### src/rtl/bklt_pkg.sv
// rtl/bklt_pkg.sv - Register map constants, version bytes and register-select decode for the backlight PWM controller
package bklt_pkg;

    localparam logic [15:0] ADDR_VER0    = 16'h0704;
    localparam logic [15:0] ADDR_VER2    = 16'h0706;
    localparam logic [15:0] ADDR_PERIOD0 = 16'h0770;
    localparam logic [15:0] ADDR_PERIOD3 = 16'h0773;
    localparam logic [15:0] ADDR_DUTY0   = 16'h0774;
    localparam logic [15:0] ADDR_DUTY3   = 16'h0777;
    localparam logic [15:0] ADDR_STATUS  = 16'h0778;

    localparam logic [7:0] VER_MAJOR = 8'd1;
    localparam logic [7:0] VER_MINOR = 8'd9;
    localparam logic [7:0] VER_PATCH = 8'd37;

    typedef enum logic [2:0] {
        VER,
        PERIOD,
        DUTY,
        STATUS,
        NONE
    } reg_sel_t;

    function automatic reg_sel_t decode_addr(input logic [15:0] addr);
        reg_sel_t sel;
        sel = NONE;
        if (addr >= ADDR_VER0 && addr <= ADDR_VER2) begin
            sel = VER;
        end else if (addr >= ADDR_PERIOD0 && addr <= ADDR_PERIOD3) begin
            sel = PERIOD;
        end else if (addr >= ADDR_DUTY0 && addr <= ADDR_DUTY3) begin
            sel = DUTY;
        end else if (addr == ADDR_STATUS) begin
            sel = STATUS;
        end
        return sel;
    endfunction

endpackage

### src/rtl/bklt_pwm_core.sv
// rtl/bklt_pwm_core.sv - PWM counter, boundary-synchronous period/duty loading and fade; fade enabled by BKLT_RAMP_EN
module bklt_pwm_core
    import bklt_pkg::*;
#(
    parameter int          CNT_W      = 24,
    parameter int          RAMP_STEP  = 256,
    parameter int unsigned PERIOD_RST = 142711,
    parameter int unsigned DUTY_RST   = 49949
) (
    input  logic             clk,
    input  logic             rst_n,
    input  logic [CNT_W-1:0] period_tgt,
    input  logic [CNT_W-1:0] duty_tgt,
    output logic             pwm_out,
    output logic             ramp_busy
);

    logic [CNT_W-1:0] cnt;
    logic [CNT_W-1:0] period_act;
    logic [CNT_W-1:0] duty_act;
    logic [CNT_W-1:0] duty_nxt;
    logic             boundary;

    assign boundary = (cnt == period_act);

`ifdef BKLT_RAMP_EN
    logic [CNT_W-1:0] diff;
    logic [CNT_W-1:0] step;
    logic             up;

    // Step is clamped to the remaining distance so the fade never overshoots.
    always_comb begin
        up       = (duty_tgt > duty_act);
        diff     = up ? (duty_tgt - duty_act) : (duty_act - duty_tgt);
        step     = ({1'b0, 32'(diff)} > 33'(RAMP_STEP)) ? CNT_W'(RAMP_STEP) : diff;
        duty_nxt = duty_act;
        if (boundary) begin
            duty_nxt = up ? (duty_act + step) : (duty_act - step);
        end
    end

    always_ff @(posedge clk or negedge rst_n) begin
        if (!rst_n) begin
            ramp_busy <= 1'b0;
        end else begin
            ramp_busy <= (duty_nxt != duty_tgt);
        end
    end
`else
    logic unused_ramp;

    always_comb begin
        duty_nxt = duty_act;
        if (boundary) begin
            duty_nxt = duty_tgt;
        end
    end

    assign ramp_busy   = 1'b0;
    assign unused_ramp = (RAMP_STEP != 0);
`endif

    // Period and duty only change when the counter wraps, so no pulse is ever cut short.
    always_ff @(posedge clk or negedge rst_n) begin
        if (!rst_n) begin
            cnt        <= '0;
            period_act <= CNT_W'(PERIOD_RST);
            duty_act   <= CNT_W'(DUTY_RST);
            pwm_out    <= 1'b0;
        end else begin
            if (boundary) begin
                cnt        <= '0;
                period_act <= period_tgt;
            end else begin
                cnt <= cnt + CNT_W'(1);
            end
            duty_act <= duty_nxt;
            pwm_out  <= (cnt < duty_act);
        end
    end

endmodule

### src/rtl/bklt_pwm_ctrl.sv
// rtl/bklt_pwm_ctrl.sv - Backlight PWM controller top: LPC byte registers, staging/commit, button levels; fade enabled by BKLT_RAMP_EN
module bklt_pwm_ctrl
    import bklt_pkg::*;
#(
    parameter int          CNT_W      = 24,
    parameter int          LEVEL_W    = 4,
    parameter int unsigned PERIOD_RST = 142711,
    parameter int unsigned DUTY_RST   = 49949,
    parameter int unsigned LEVEL_RST  = 11,
    parameter int          RAMP_STEP  = 256
) (
    input  logic        LPC_CLK33M_GMUX,
    input  logic        LPCPLUS_RESET_L,
    input  logic        reg_wr_en,
    input  logic        reg_rd_en,
    input  logic [15:0] reg_addr,
    input  logic [7:0]  reg_wdata,
    output logic [7:0]  reg_rdata,
    input  logic        btn_step,
    output logic        pwm_out,
    output logic        ramp_busy
);

    localparam int                 NUM_LEVELS = 2 ** LEVEL_W;
    localparam int                 PROD_W     = CNT_W + 1 + LEVEL_W;
    localparam logic [LEVEL_W-1:0] LEVEL_MAX  = LEVEL_W'(NUM_LEVELS - 1);

    reg_sel_t           sel;
    logic [1:0]         byte_idx;
    logic [23:0]        period_stage;
    logic [23:0]        duty_stage;
    logic [CNT_W-1:0]   period_cmt;
    logic [CNT_W-1:0]   duty_tgt;
    logic [CNT_W-1:0]   scaled;
    logic [LEVEL_W-1:0] level;
    logic               scale_pend;
    logic               period_fill;
    logic               period_commit;
    logic               duty_fill;
    logic               duty_commit;
    logic [PROD_W-1:0]  prod;
    logic [31:0]        period_rd;
    logic [31:0]        duty_rd;
    logic [7:0]         rd_byte;

    assign sel           = decode_addr(reg_addr);
    assign byte_idx      = reg_addr[1:0];
    assign period_fill   = reg_wr_en && (sel == PERIOD) && (byte_idx != 2'd3);
    assign period_commit = reg_wr_en && (sel == PERIOD) && (byte_idx == 2'd3);
    assign duty_fill     = reg_wr_en && (sel == DUTY) && (byte_idx != 2'd3);
    assign duty_commit   = reg_wr_en && (sel == DUTY) && (byte_idx == 2'd3);

    // Full-width product so a large period never overflows before the level shift.
    assign prod      = (PROD_W'(period_cmt) + PROD_W'(1)) * PROD_W'(level);
    assign scaled    = CNT_W'(prod >> LEVEL_W);
    assign period_rd = 32'(period_cmt);
    assign duty_rd   = 32'(duty_tgt);

    always_comb begin
        rd_byte = 8'h00;
        case (sel)
            VER: begin
                case (byte_idx)
                    2'd0:    rd_byte = VER_MAJOR;
                    2'd1:    rd_byte = VER_MINOR;
                    2'd2:    rd_byte = VER_PATCH;
                    default: rd_byte = 8'h00;
                endcase
            end
            PERIOD:  rd_byte = period_rd[{byte_idx, 3'b000} +: 8];
            DUTY:    rd_byte = duty_rd[{byte_idx, 3'b000} +: 8];
            STATUS:  rd_byte = 8'({level, ramp_busy});
            default: rd_byte = 8'h00;
        endcase
    end

    always_ff @(posedge LPC_CLK33M_GMUX or negedge LPCPLUS_RESET_L) begin
        if (!LPCPLUS_RESET_L) begin
            reg_rdata    <= 8'h00;
            period_stage <= '0;
            duty_stage   <= '0;
            period_cmt   <= CNT_W'(PERIOD_RST);
            duty_tgt     <= CNT_W'(DUTY_RST);
            level        <= LEVEL_W'(LEVEL_RST);
            scale_pend   <= 1'b0;
        end else begin
            if (reg_rd_en) begin
                reg_rdata <= rd_byte;
            end
            if (period_fill) begin
                case (byte_idx)
                    2'd0:    period_stage[7:0]   <= reg_wdata;
                    2'd1:    period_stage[15:8]  <= reg_wdata;
                    default: period_stage[23:16] <= reg_wdata;
                endcase
            end
            if (duty_fill) begin
                case (byte_idx)
                    2'd0:    duty_stage[7:0]   <= reg_wdata;
                    2'd1:    duty_stage[15:8]  <= reg_wdata;
                    default: duty_stage[23:16] <= reg_wdata;
                endcase
            end
            if (period_commit) begin
                period_cmt <= CNT_W'({reg_wdata, period_stage});
            end
            if (btn_step) begin
                level <= (level == LEVEL_MAX) ? LEVEL_W'(1) : level + LEVEL_W'(1);
            end
            // A same-cycle LPC duty commit cancels the pending rescale; the level still advances.
            scale_pend <= btn_step && !duty_commit;
            if (duty_commit) begin
                duty_tgt <= CNT_W'({reg_wdata, duty_stage});
            end else if (scale_pend) begin
                duty_tgt <= scaled;
            end
        end
    end

    bklt_pwm_core #(
        .CNT_W      (CNT_W),
        .RAMP_STEP  (RAMP_STEP),
        .PERIOD_RST (PERIOD_RST),
        .DUTY_RST   (DUTY_RST)
    ) u_core (
        .clk        (LPC_CLK33M_GMUX),
        .rst_n      (LPCPLUS_RESET_L),
        .period_tgt (period_cmt),
        .duty_tgt   (duty_tgt),
        .pwm_out    (pwm_out),
        .ramp_busy  (ramp_busy)
    );

endmodule

### config.mk
export PLATFORM = sky130hd
export DESIGN_NAME = bklt_pwm_ctrl
export DESIGN_NICKNAME = d
export VERILOG_FILES = /design/src/rtl/bklt_pkg.sv /design/src/rtl/bklt_pwm_core.sv /design/src/rtl/bklt_pwm_ctrl.sv
export SDC_FILE = /design/constraint.sdc
export NUM_CORES = 1
export LEC_CHECK = 0
export BUFFER_PORTS_ARGS = -buffer_cell sky130_fd_sc_hd__buf_2
export CAP_MARGIN = 20
export CORE_UTILIZATION = 58
export DETAILED_ROUTE_END_ITERATION = 6
export PLACE_DENSITY = 0.86
export SYNTH_ARGS = -nofsm -noshare
export SYNTH_HDL_FRONTEND = slang
export SYNTH_SLANG_ARGS = --single-unit
### constraint.sdc
create_clock -name LPC_CLK33M_GMUX -period 4.4 [get_ports LPC_CLK33M_GMUX]
set_input_delay 0.66 -clock LPC_CLK33M_GMUX [delete_from_list [all_inputs] [get_ports LPC_CLK33M_GMUX]]
set_output_delay 0.66 -clock LPC_CLK33M_GMUX [all_outputs]
set_load 0.01 [all_outputs]
==> impl_metrics.json <==
{
  "worst-path-buf-inv": 5,
  "crit_path_top_delay_cell": "dfstp_2",
  "port_buffers": 37,
  "grt_max_degree": 113,
  "syn_inst": 1225,
  "layout-drive-gt1-share": 0.365,
  "arrival_ns": 5.01,
  "cp_max_fo": 4,
  "dieHeight_um": 149,
  "syn_nets": 1354,
  "drv_slew": 0,
  "start_kind": "flip-flop",
  "num-fill-cells": 1279,
  "fp.dieArea_sq_um": 22200,
  "yosys_warnings": 0,
  "finalClockSkew_ns": 0.0112,
  "htreeDepth": 4,
  "crit_path_start": "period_cmt[5]",
  "drt_iter0_markers": 1037,
  "reg2reg_from": "period_cmt[5]",
  "ys_ff_latch": 182,
  "critPathKind": "flip-flop to flip-flop",
  "wl_met1_um": 14100,
  "wl_um": 38000,
  "placed_area_sq_um": 13600,
  "violations": "setup timing",
  "antenna_found_initial": 1,
  "ioPinCount": 39,
  "tightest_slew_ns": 1.02,
  "grt_use_total": 0.338,
  "dp.cells": 1579,
  "final.min_clock_period_ns": 4.70,
  "avgSynthCellArea_sq_um": 10.2,
  "initial_core_util": 0.595,
  "powerDensity_nw_per_um2": 282,
  "syn_to_final_growth_pct": 23.0,
  "relSlewSlack": 0.322,
  "final_common_cell": "dfrtp_1",
  "critPathTopFamily": "adder cells",
  "end_kind": "flip-flop",
  "met3_length_um": 3070,
  "ys.flop_type": "dfrtp_1",
  "ir_worst_vdd_mv": 0.345,
  "die_w_um": 149,
  "clk_pin_slew_ns": 0.07,
  "timing.fmax_mhz": 213,
  "final_nets": 1493,
  "hold_violations": 0,
  "first_pass_iters": 7,
  "reg2reg_slack_ns": -0.30,
  "cts.sinks": 182,
  "synthesis.area_sq_um": 12500,
  "grt_overflow_total": 0,
  "crit_top_cell": "buf_6",
  "crit_end": "duty_tgt[20]",
  "slowest_delay_ns": 0.55,
  "drt-vias-per-instance": 6.25,
  "path_cells": "and4_4 > nand4_4 > buf_6 > buf_6 > xor2_4 > nor2b_2 > fa_1 > inv_1 > fa_1 > inv_2 > ha_4 > nand4_1 > nor3_2 > a22oi_2 > buf_6 > a2111oi_4 > nor3_4 > a21oi_2 > xnor2_1 > o21ai_1",
  "vias": 10300,
  "holdWs_ns": 0.352,
  "synth_edf_count": 0,
  "setup_ws_ns": -0.298,
  "r2r_cells": 20,
  "cts_inserted_buffers": 17,
  "yosys.cell_types.count": 72,
  "synth-async-reset-ratio": 1.00,
  "rsz0062_at_grt": "true",
  "clockBufferDepth": 2,
  "fin_cells": 1652,
  "ys_seq_area_frac": 0.367,
  "r2r_end": "duty_tgt[20]",
  "power_mw": 4.35,
  "cp.required_ns": 4.71,
  "finalSetupViolCount": 17,
  "routedWlPerCell_um": 23.0,
  "p_leak_nw": 7.39,
  "drv_cap": 0,
  "ctsHoldBuffers": 0,
  "grt_pass1_wl_um": 56700,
  "num_antenna_cells": 0,
  "gp_congestion": 0.962,
  "outcome": "complete, but fails checks",
  "core_area_sq_um": 21100,
  "cts-root-buf": "clkbuf_16",
  "rows": 53,
  "most-common-layout-cells": "dfrtp_1 (141), buf_4 (111), inv_1 (108)",
  "drc": 0,
  "ant_nets": 0,
  "dp_hpwl_um": 24100,
  "cp.depth": 20,
  "clk_latency_ns": 0.45,
  "final.period_utilization": 1.07,
  "top_layer": "met4",
  "design_area_sq_um": 15400,
  "fin_setup_tns_ns": -2.50,
  "met2WireLength_um": 18700,
  "cts_tree": "built",
  "min_path_type": "input pin to async pin",
  "grt_pass1_vias": 10400
}
## routing by layer
| layer | vias up | global-route usage |
|---|---|---|
| met2 | 589 | 0.554 |
| met5 | - | 0 |
| met3 | 174 | 0.0624 |
| met4 | 0 | 0.159 |
| li1 | 4420 | - |
| met1 | 5134 | 0.433 |
## kinds of logic (layout without fill, tap and decap cells)
kind of cell               Yosys count  after routing  share of synthesized area
AOI/OAI and AO/OA                  174            174                     0.0873
xor gates and xnor gates            84             84                     0.0587
adders and majority gates          100            100                      0.127
buffers and inverters              174            326                     0.0572
DFF                                182            182                      0.367
muxes                              139            139                      0.137
other                                1              1                   0.000299
and+or+nand+nor                    371            371                      0.165
## per-stage QoR
stage / worst slack [ns] / util
after floorplan: 0.00235 / -
after global placement: -0.205 / 0.643
after detailed placement: -0.249 / 0.643
after CTS: -0.116 / 0.708
after global routing: -0.485 / 0.731
final: -0.298 / 0.731
## how the worst min path moves through the flow
| stage | startpoint | end | slack [ns] | cells after the start |
|---|---|---|---|---|
| 2_1_floorplan | LPCPLUS_RESET_L | duty_stage[0] | 0.36 | 0 |
| 3_3_place_gp | duty_stage[16] | duty_tgt[16] | 0.46 | 2 |
| 3_5_place_dp | duty_stage[12] | duty_tgt[12] | 0.47 | 1 |
| 4_1_cts | LPCPLUS_RESET_L | u_core.cnt[1] | 0.40 | 1 |
| 5_1_grt | LPCPLUS_RESET_L | u_core.cnt[10] | 0.46 | 1 |
| 6_report | LPCPLUS_RESET_L | u_core.period_act[3] | 0.35 | 1 |
## synth_stat cells (5+ instances only)
| master | count | area, sq um |
|---|---|---|
| nor2_1 | 59 | 221 |
| a31oi_1 | 9 | 56.3 |
| fa_1 | 45 | 901 |
| a21o_1 | 17 | 128 |
| xor2_1 | 31 | 272 |
| a21boi_0 | 5 | 37.5 |
| buf_2 | 6 | 30.0 |
| nor2b_1 | 65 | 407 |
| nand2_1 | 79 | 297 |
| buf_6 | 5 | 56.3 |
| a211o_1 | 5 | 43.8 |
| nand3_1 | 27 | 135 |
| nand4_1 | 25 | 156 |
| a22oi_1 | 5 | 37.5 |
| o21a_1 | 5 | 37.5 |
| mux2_2 | 69 | 777 |
| dfrtp_1 | 141 | 3530 |
| inv_1 | 124 | 465 |
| o21ai_1 | 6 | 30.0 |
| nor3_1 | 11 | 55.1 |
| o21ai_0 | 46 | 230 |
| dfstp_2 | 41 | 1080 |
| xnor2_1 | 53 | 464 |
| and3_1 | 22 | 138 |
| or3_1 | 6 | 37.5 |
| nand2b_1 | 24 | 150 |
| ha_1 | 55 | 688 |
| mux2_4 | 43 | 646 |
| a21oi_1 | 50 | 250 |
| mux2i_1 | 24 | 240 |
| buf_4 | 5 | 37.5 |
| clkbuf_1 | 31 | 116 |
| and2_1 | 25 | 156 |
## repair_timing
| item | in CTS | in global routing |
|---|---|---|
| pin swaps | 67 | 63 |
| buffers inserted | 23 | 20 |
| setup endpoints to repair | 17 | 20 |
| hold endpoints to repair | 0 | 0 |
| gates resized for setup | 112 | 69 |
## state kept, by name, indices dropped and copies added, names as in the netlist
name,flops
duty_stage,24
duty_tgt,24
period_cmt,24
period_stage,24
u_core.cnt,24
u_core.duty_act,24
u_core.period_act,24
reg_rdata,8
level,4
scale_pend,1
u_core.pwm_out,1
## power by group
part	leakage [nW]	switching [mW]	total (mW)	internal, mW
clock network	0.288	0.677	1.56	0.887
logic	4.81	0.464	0.862	0.399
registers	2.29	0.167	1.93	1.76
total	7.39	1.31	4.35	3.04
## cell type report
type	count	area [sq um]	area share
clock buffers	22	474	0.0307
inverters	124	465	0.0302
clock inverters	10	120	0.00779
multi-input cells	869	8120	0.527
flip-flops and latches	182	4610	0.299
well taps	275	344	0.0223
repair buffers	170	1290	0.0836
## worst reg2reg max path, stage by stage, from the launching register on
cell and delay (ns):
dfstp_2 0.55, and4_4 0.27, nand4_4 0.15, buf_6 0.16, buf_6 0.11, xor2_4 0.18, nor2b_2 0.08, fa_1 0.55
inv_1 0.07, fa_1 0.53, inv_2 0.05, ha_4 0.27, nand4_1 0.19, nor3_2 0.21, a22oi_2 0.10, buf_6 0.15
a2111oi_4 0.41, nor3_4 0.11, a21oi_2 0.18, xnor2_1 0.15, o21ai_1 0.11
No activity file was read; power rests on OpenSTA's default activity.
